<file path="src/rtl/aes_req_queue_if.sv">
// Handshake bundle between the CPU-side job decoder, the AES request queue and the AES control FSM.
// The queue uses the slave modport; the producer/consumer side uses the master modport.
interface aes_req_queue_if #(
    parameter int unsigned ADDRW = 24,
    parameter int unsigned DEPTH = 4
);
    localparam int unsigned W  = 3 * ADDRW + 2;
    localparam int unsigned CW = $clog2(DEPTH) + 1;

    logic          in_valid;
    logic [W-1:0]  in_data;
    logic          in_ready;
    logic          out_valid;
    logic [W-1:0]  out_data;
    logic          out_ready;
    logic [CW-1:0] count;
    logic          err_overflow;
    logic          err_clr;

    modport slave (
        input  in_valid,
        input  in_data,
        output in_ready,
        output out_valid,
        output out_data,
        input  out_ready,
        output count,
        output err_overflow,
        input  err_clr
    );

    modport master (
        output in_valid,
        output in_data,
        input  in_ready,
        input  out_valid,
        input  out_data,
        output out_ready,
        input  count,
        output err_clr,
        input  err_overflow
    );
endinterface

</file>
<file path="src/rtl/aes_req_queue.sv">
// First-word-fall-through job FIFO feeding the AES control FSM.
// Entries are {mode, rsvd, key_addr, text_addr, dest_addr}; head is presented whenever non-empty.
module aes_req_queue #(
    parameter int unsigned ADDRW = 24,
    parameter int unsigned DEPTH = 4
) (
    input  logic            clk,
    input  logic            rst_n,
    aes_req_queue_if.slave  q
);
    localparam int unsigned W  = 3 * ADDRW + 2;
    localparam int unsigned IW = $clog2(DEPTH);
    localparam int unsigned PW = IW + 1;

    logic [PW-1:0] r_wr_ptr;
    logic [PW-1:0] r_rd_ptr;
    logic [W-1:0]  r_mem [DEPTH];
    logic          r_err_overflow;

    logic [IW-1:0] w_wr_idx;
    logic [IW-1:0] w_rd_idx;
    logic          w_empty;
    logic          w_full;
    logic          w_push;
    logic          w_pop;
    logic          w_drop;

    // Extra wrap bit distinguishes full from empty when the index bits match.
    assign w_wr_idx = r_wr_ptr[IW-1:0];
    assign w_rd_idx = r_rd_ptr[IW-1:0];
    assign w_empty  = (r_wr_ptr == r_rd_ptr);
    assign w_full   = (w_wr_idx == w_rd_idx) && (r_wr_ptr[PW-1] != r_rd_ptr[PW-1]);

    // in_ready depends only on stored state, so a same-cycle pop never opens a full queue.
    assign w_push = q.in_valid && !w_full;
    assign w_pop  = !w_empty && q.out_ready;
    assign w_drop = q.in_valid && w_full;

    always_ff @(posedge clk or negedge rst_n) begin
        if (!rst_n) begin
            r_wr_ptr <= '0;
            r_rd_ptr <= '0;
        end else begin
            if (w_push) begin
                r_wr_ptr <= r_wr_ptr + PW'(1);
            end
            if (w_pop) begin
                r_rd_ptr <= r_rd_ptr + PW'(1);
            end
        end
    end

    // Sticky overflow flag; a new drop wins over a same-cycle clear.
    always_ff @(posedge clk or negedge rst_n) begin
        if (!rst_n) begin
            r_err_overflow <= 1'b0;
        end else if (w_drop) begin
            r_err_overflow <= 1'b1;
        end else if (q.err_clr) begin
            r_err_overflow <= 1'b0;
        end
    end

    // Storage is deliberately left unreset; validity is tracked by the pointers alone.
    always_ff @(posedge clk) begin
        if (w_push) begin
            r_mem[w_wr_idx] <= q.in_data;
        end
    end

    assign q.in_ready     = !w_full;
    assign q.out_valid    = !w_empty;
    assign q.out_data     = w_empty ? '0 : r_mem[w_rd_idx];
    assign q.count        = r_wr_ptr - r_rd_ptr;
    assign q.err_overflow = r_err_overflow;

endmodule

</file>
<file path="src/flat_wrapper.sv">
// flat-port wrapper written by rule: the top's interface ports become plain ports
module aes_req_queue_flat 
#(
    parameter int unsigned ADDRW = 24,
    parameter int unsigned DEPTH = 4
)
  (clk, rst_n, q_in_valid, q_in_data, q_in_ready, q_out_valid, q_out_data, q_out_ready, q_count, q_err_overflow, q_err_clr);
  aes_req_queue_if #(.ADDRW(ADDRW), .DEPTH(DEPTH)) q_i ();
  input  logic clk;
  input  logic rst_n;
  input wire logic [$bits(q_i.in_valid)-1:0] q_in_valid;
  input wire logic [$bits(q_i.in_data)-1:0] q_in_data;
  output wire logic [$bits(q_i.in_ready)-1:0] q_in_ready;
  output wire logic [$bits(q_i.out_valid)-1:0] q_out_valid;
  output wire logic [$bits(q_i.out_data)-1:0] q_out_data;
  input wire logic [$bits(q_i.out_ready)-1:0] q_out_ready;
  output wire logic [$bits(q_i.count)-1:0] q_count;
  output wire logic [$bits(q_i.err_overflow)-1:0] q_err_overflow;
  input wire logic [$bits(q_i.err_clr)-1:0] q_err_clr;
  assign q_i.in_valid = q_in_valid;
  assign q_i.in_data = q_in_data;
  assign q_in_ready = q_i.in_ready;
  assign q_out_valid = q_i.out_valid;
  assign q_out_data = q_i.out_data;
  assign q_i.out_ready = q_out_ready;
  assign q_count = q_i.count;
  assign q_err_overflow = q_i.err_overflow;
  assign q_i.err_clr = q_err_clr;
  aes_req_queue #(.ADDRW(ADDRW), .DEPTH(DEPTH)) u_core (.clk(clk), .rst_n(rst_n), .q(q_i));
endmodule
</file>
<file path="config.mk">
export PLATFORM = sky130hd
export DESIGN_NAME = aes_req_queue_flat
export DESIGN_NICKNAME = d
export VERILOG_FILES = /design/src/rtl/aes_req_queue_if.sv /design/src/rtl/aes_req_queue.sv /design/src/flat_wrapper.sv
export SDC_FILE = /design/constraint.sdc
export NUM_CORES = 1
export LEC_CHECK = 0
export ABC_AREA = 0
export CORE_ASPECT_RATIO = 1.75
export CORE_MARGIN = 3
export CORE_UTILIZATION = 45
export DETAILED_ROUTE_END_ITERATION = 16
export PLACE_DENSITY = 0.69
export SLEW_MARGIN = 5
export SYNTH_ARGS = -nofsm -noshare
export SYNTH_HDL_FRONTEND = slang
export SYNTH_SLANG_ARGS = --single-unit
</file>
<file path="constraint.sdc">
create_clock -name clk -period 3.87 [get_ports clk]
set_input_delay 0.774 -clock clk [delete_from_list [all_inputs] [get_ports clk]]
set_output_delay 0.774 -clock clk [all_outputs]
set_load 0.01 [all_outputs]
</file>
# --- After elaboration in Yosys (flattened, before gate mapping) ---
# Memories as Yosys holds them, arrays and structs flattened.
# Cells that the tools add are included.
op_classes:
  multipliers: 0
  add_sub_neg: 3
  n_bitwise: 0
  n_shift: 0
  n_div: 0
  n_eq_ne: 3
  n_reduce_logical: 7
  n_lt_le_gt_ge: 0
  n_mux: 5
op_table:
  columns: ["operator", "count"]
  rows:
  - ["74-bit two-way mux", 1]
  - ["3-bit by 1-bit adder with 3-bit output, second input constant", 2]
  - ["1-bit logical AND", 4]
  - ["1-bit two-way mux", 4]
  - ["3-bit equality test", 1]
  - ["3-bit subtractor", 1]
  - ["2-bit equality test", 1]
  - ["1-bit logical NOT", 2]
  - ["2-bit nonzero test", 1]
  - ["1-bit != test", 1]
totals:
  ram_bits: 296
  memories: 1
  reg_bits: 7
  input_bits: 79
  mem_bits_ro: 0
  latchBits: 0
  output_inout_bits: 80
mem_list:
  columns: ["memory", "words", "width", "rd", "rd_ports_with_merged_regs", "wr", "line_no", "text"]
  rows:
  - ["u_core.r_mem", 4, 74, 1, 0, 1, "aes_req_queue.sv:17", "logic [W-1:0] r_mem [DEPTH];"]

# --- Depth between registers and ports, before layout ---
depth:
  ltp_word: 6
  depth_mapped: 9

# --- Worst setup path after synthesis ---
# Ideal clock, no wire load.
synth_path:
  kind: "register -> register"
  startpoint: "register u_core.r_rd_ptr[1]"
  endpoint: "memory u_core.r_mem[1][0] (netlist bit) (enable)"
  t_arrival_ps: 3199
  required_time_ps: 3429
  path_buffers: 2
  stages_incl_launch_ff: 7
  setup_time_ps: 441
  synth_period_minus_slack_ps: 3640
  path_slack_ps: 230
  path_cell_list: "dfrtp_1 > buf_2 > buf_2 > inv_1 > ha_1 > nand3_1 > and3_1"
synth_via:
  elab_chain_len: 6
synth_lines:
  columns: ["item", "line_no", "text"]
  rows:
  - ["start: declaration", "aes_req_queue.sv:16", "logic [PW-1:0] r_rd_ptr;"]
  - ["start signal: assignment", "aes_req_queue.sv:48", "r_rd_ptr <= r_rd_ptr + PW'(1);"]
  - ["2-bit equality test", "aes_req_queue.sv:32", "assign w_full = (w_wr_idx == w_rd_idx) && (r_wr_ptr[PW-1] != r_rd_ptr[PW-1]);"]
  - ["1-bit logical AND", "aes_req_queue.sv:32", null]
  - ["1-bit logical NOT", null, null]
  - ["named net q_in_ready", "flat_wrapper.sv:13", "output wire logic [$bits(q_i.in_ready)-1:0] q_in_ready;"]
  - ["1-bit logical AND", "aes_req_queue.sv:35", "assign w_push = q.in_valid && !w_full;"]
  - ["1-bit two-way mux", "aes_req_queue.sv:66", "if (w_push) begin"]
  - ["1-bit two-way mux (implied by the code)", "aes_req_queue.sv:67", "r_mem[w_wr_idx] <= q.in_data;"]
  - ["end: declaration", "aes_req_queue.sv:17", null]
# The timed path passes the listed nets, and every way through them passes these cells.

# --- Worst setup path in the final report ---
layout_path:
  startpoint: "register u_core.r_wr_ptr[0]"
  endpoint: "output q_out_data[15]"
layout_via:
  elab_chain_len: 2
layout_lines:
  columns: ["item", "line_no", "text"]
  rows:
  - ["start: declaration", "aes_req_queue.sv:15", "logic [PW-1:0] r_wr_ptr;"]
  - ["start signal: assignment", "aes_req_queue.sv:45", "r_wr_ptr <= r_wr_ptr + PW'(1);"]
  - ["3-bit equality test", "aes_req_queue.sv:31", "assign w_empty = (r_wr_ptr == r_rd_ptr);"]
  - ["74-bit two-way mux", "aes_req_queue.sv:73", "assign q.out_data = w_empty ? '0 : r_mem[w_rd_idx];"]
  - ["end: declaration", "flat_wrapper.sv:15", "output wire logic [$bits(q_i.out_data)-1:0] q_out_data;"]
# No other way between the ends.

==> flow_summary_export.csv <==
group,metric,value,unit
sta,setup-tns-final,0,ns
clock_network,cts_setup_buffers,0,
pwr,power_density,862,nW/µm²
critical_path,regToRegSetupSlack,1.41,ns
yosys,syn_inst,517,
yosys,yosys_warnings,0,
drt,wl_per_cell,22.1,µm
critical_path,max_stage_delay,0.58,ns
drt,drc,0,
clock_network,cts-root-buf,"clkbuf_16",
drt,vias_per_cell,5.44,
pwr,combPwrFrac,42.6,%
clock_network,clk_latency,0.53,ns
final_layout,final_nets,777,
critical_path,crit_buf_inv,3,
pwr,p_switching,0.00377,W
yosys,ys_ff_latch,303,
grt,gr-total-overflow,0,
clock_network,htreeDepth,1,
sta,hold_viol,0,
placed_design,dpl.hpwl,14.0,mm
critical_path,path_class,"register to output port",
critical_path,cp_max_fo,66,
clock_network,cts.path.max_buffers,3,
critical_path,critPathTopFamily,"buffers and inverters",
sta,rsz0062_at_grt,"false",
yosys,async_reset_ff_share,2.31,%
pwr,vdd_ir_drop_max,0.446,mV
yosys,synth.avg_cell_area,22.6,µm²
critical_path,cp_data_arrival_time,2.81,ns
yosys,synth_edf_count,296,
min_path,min_path_type,"input port to async pin",
yosys,synthFlopType,"edfxtp_1",
clock_network,ctsHoldBuffers,0,
critical_path,cp.depth,7,
final_layout,final_cell_mix,"edfxtp_1 (296), clkdlybuf4s50_1 (158), mux4_2 (74), nor2b_1 (70), clkbuf_16 (27)",
final_layout,utilization,57.1,%
critical_path,crit_path_top_delay_cell,"clkdlybuf4s50_1",
grt,grt_pass1_vias,6227,
clock_network,cts.sinks,303,
pwr,seq_power_share,36.8,%
run_status,status,"finished clean",
critical_path,start_kind,"register",
pwr,p_leak,4.73,nW
sta,timing.fmax,279,MHz
clock_network,tritoncts,"yes",
sta,finalMaxSlewViolations,0,
grt,grt.total_usage,16.6,%
clock_network,cts_resized,0,
drt,first_iter_violations,324,
sta,post-route-period-util,92.7,%
floorplanning,placementRows,77,
pwr,p_sw_share,30.1,%
sta,final-setup-viol-count,0,
sta,worst_pin_slew,0.606,ns
floorplanning,pin_count,159,
flow_run,drv_cap,0,
final_layout,syn_to_final_growth,24.6,%
grt,grt_pass1_wl,35.4,mm
grt,antenna_found_initial,3,
floorplanning,die_w,128,µm
grt,grt_max_degree,78,
drt,ant_nets,0,
sta,slew_headroom,59.6,%
sta,min_period,3.59,ns
drt,routed_wirelength,22.7,mm
yosys,synth.cell_area,11700,µm²
critical_path,rr_worst_depth,5,
yosys,syn_nets,604,
placed_design,io_buffers,158,
final_layout,finalNonFillerCells,1026,
clock_network,cts_buffers,27,
floorplanning,die_h,219,µm
yosys,ys_types,23,
drt,first_pass_iters,4,
critical_path,crit_required,3.10,ns
sta,skew,0.0104,ns
placed_design,dp.cells,977,
placed_design,place.gp.congestion,0.712,
floorplanning,dieArea,28000,µm²
clock_network,clkTransAtPathRegs,0.06,ns
final_layout,num-fill-cells,1930,
final_layout,final_common_cell,"edfxtp_1",
critical_path,path_cells,"inv_1 -> ha_1 -> nand2_1 -> nor2_4 -> buf_12 -> nor2b_1 -> clkdlybuf4s50_1",
critical_path,crit_path_end_kind,"output port",
floorplanning,start_util,45.8,%
floorplanning,core,25400,µm²
drt,num_vias,5584,
final_layout,drive_above_1_share,17.9,%
pwr,clock_power_share,20.6,%
yosys,ys_seq_area_share,77.7,%
pwr,intPower,0.00875,W
[cell type report]
cell class	instances	area [µm²]	area share [%]
diodes	1	2.50	0.0172
well taps	316	395	2.72
clock buffers	35	706	4.86
flip-flops and latches	303	9070	62.4
repair buffers	168	1740	12.0
clock inverters	13	139	0.956
multi-input cells	181	2440	16.8
inverters	9	33.8	0.233
[path summary, 6_finish.rpt]
kind                                  startpoint                     to
max                           u_core.r_wr_ptr[0]         q_out_data[15]
min                                        rst_n  u_core.q.err_overflow
max reg2reg                   u_core.r_wr_ptr[0]    u_core.r_mem[1][52]
min reg2reg                u_core.q.err_overflow  u_core.q.err_overflow
max in group asynchronous                  rst_n     u_core.r_rd_ptr[1]
min in group clk           u_core.q.err_overflow  u_core.q.err_overflow
[registers in the layout, summed over array words and instances (netlist names)]
register and cells:
u_core.r_mem 296, u_core.r_wr_ptr 3, u_core.q.err_overflow 1, u_core.r_rd_ptr 3
[kinds of logic (layout without fill, tap and decap cells)]
family | count (synthesis) | count (layout) | share of synthesized area, %
flip-flops | 303 | 303 | 77.7
AND/OR/NAND/NOR | 85 | 85 | 4.46
multiplexers | 78 | 78 | 14.7
buffers and inverters | 33 | 225 | 1.61
adder cells (fa/ha/maj) | 8 | 8 | 0.923
AO/OA/AOI/OAI | 5 | 5 | 0.225
XOR/XNOR | 5 | 5 | 0.376
other | 0 | 1 | 0
[power groups by stage]
stage	clock network [W]	logic, W	registers [W]
2_1_floorplan	0	0.00287	0.00466
3_3_place_gp	0	0.00540	0.00462
3_5_place_dp	0	0.00545	0.00468
4_1_cts	0.00264	0.00548	0.00461
5_1_grt	0.00278	0.00574	0.00466
6_report	0.00257	0.00534	0.00461
[Yosys cell counts (all sizes together), types with 3 or more instances]
library cell	number	area (µm²)
dfrtp	7	175
o21ai	4	20.0
buf	15	120
edfxtp	296	8890
inv	9	33.8
ha	7	87.6
and3	4	25.0
and2b	4	30.0
mux2	3	33.8
clkbuf	9	33.8
nand2	5	18.8
xnor2	4	35.0
mux4	74	1670
nor2b	70	438
[layer usage]
metal	GRT usage, %	vias to the layer above	share of wire [%]
met5	0	-	0.10
met4	5.59	4	2.5
met3	2.17	42	3.8
met2	31.6	138	57
met1	18.9	2955	37
li1	-	2445	-
[through the flow]
stage / area, µm² / setup WS [ns] / hold WS [ns] / power [W]
2_1_floorplan: 11700 / 0.230 / 0.478 / 0.00753
3_3_place_gp: 13700 / 0.936 / 0.513 / 0.0100
3_5_place_dp: 13700 / 0.834 / 0.530 / 0.0101
4_1_cts: 14500 / 0.273 / 0.507 / 0.0127
5_1_grt: 14500 / 0.161 / 0.513 / 0.0132
6_report: 14500 / 0.282 / 0.515 / 0.0125
Note: power is estimated with default switching activity, not from simulation.
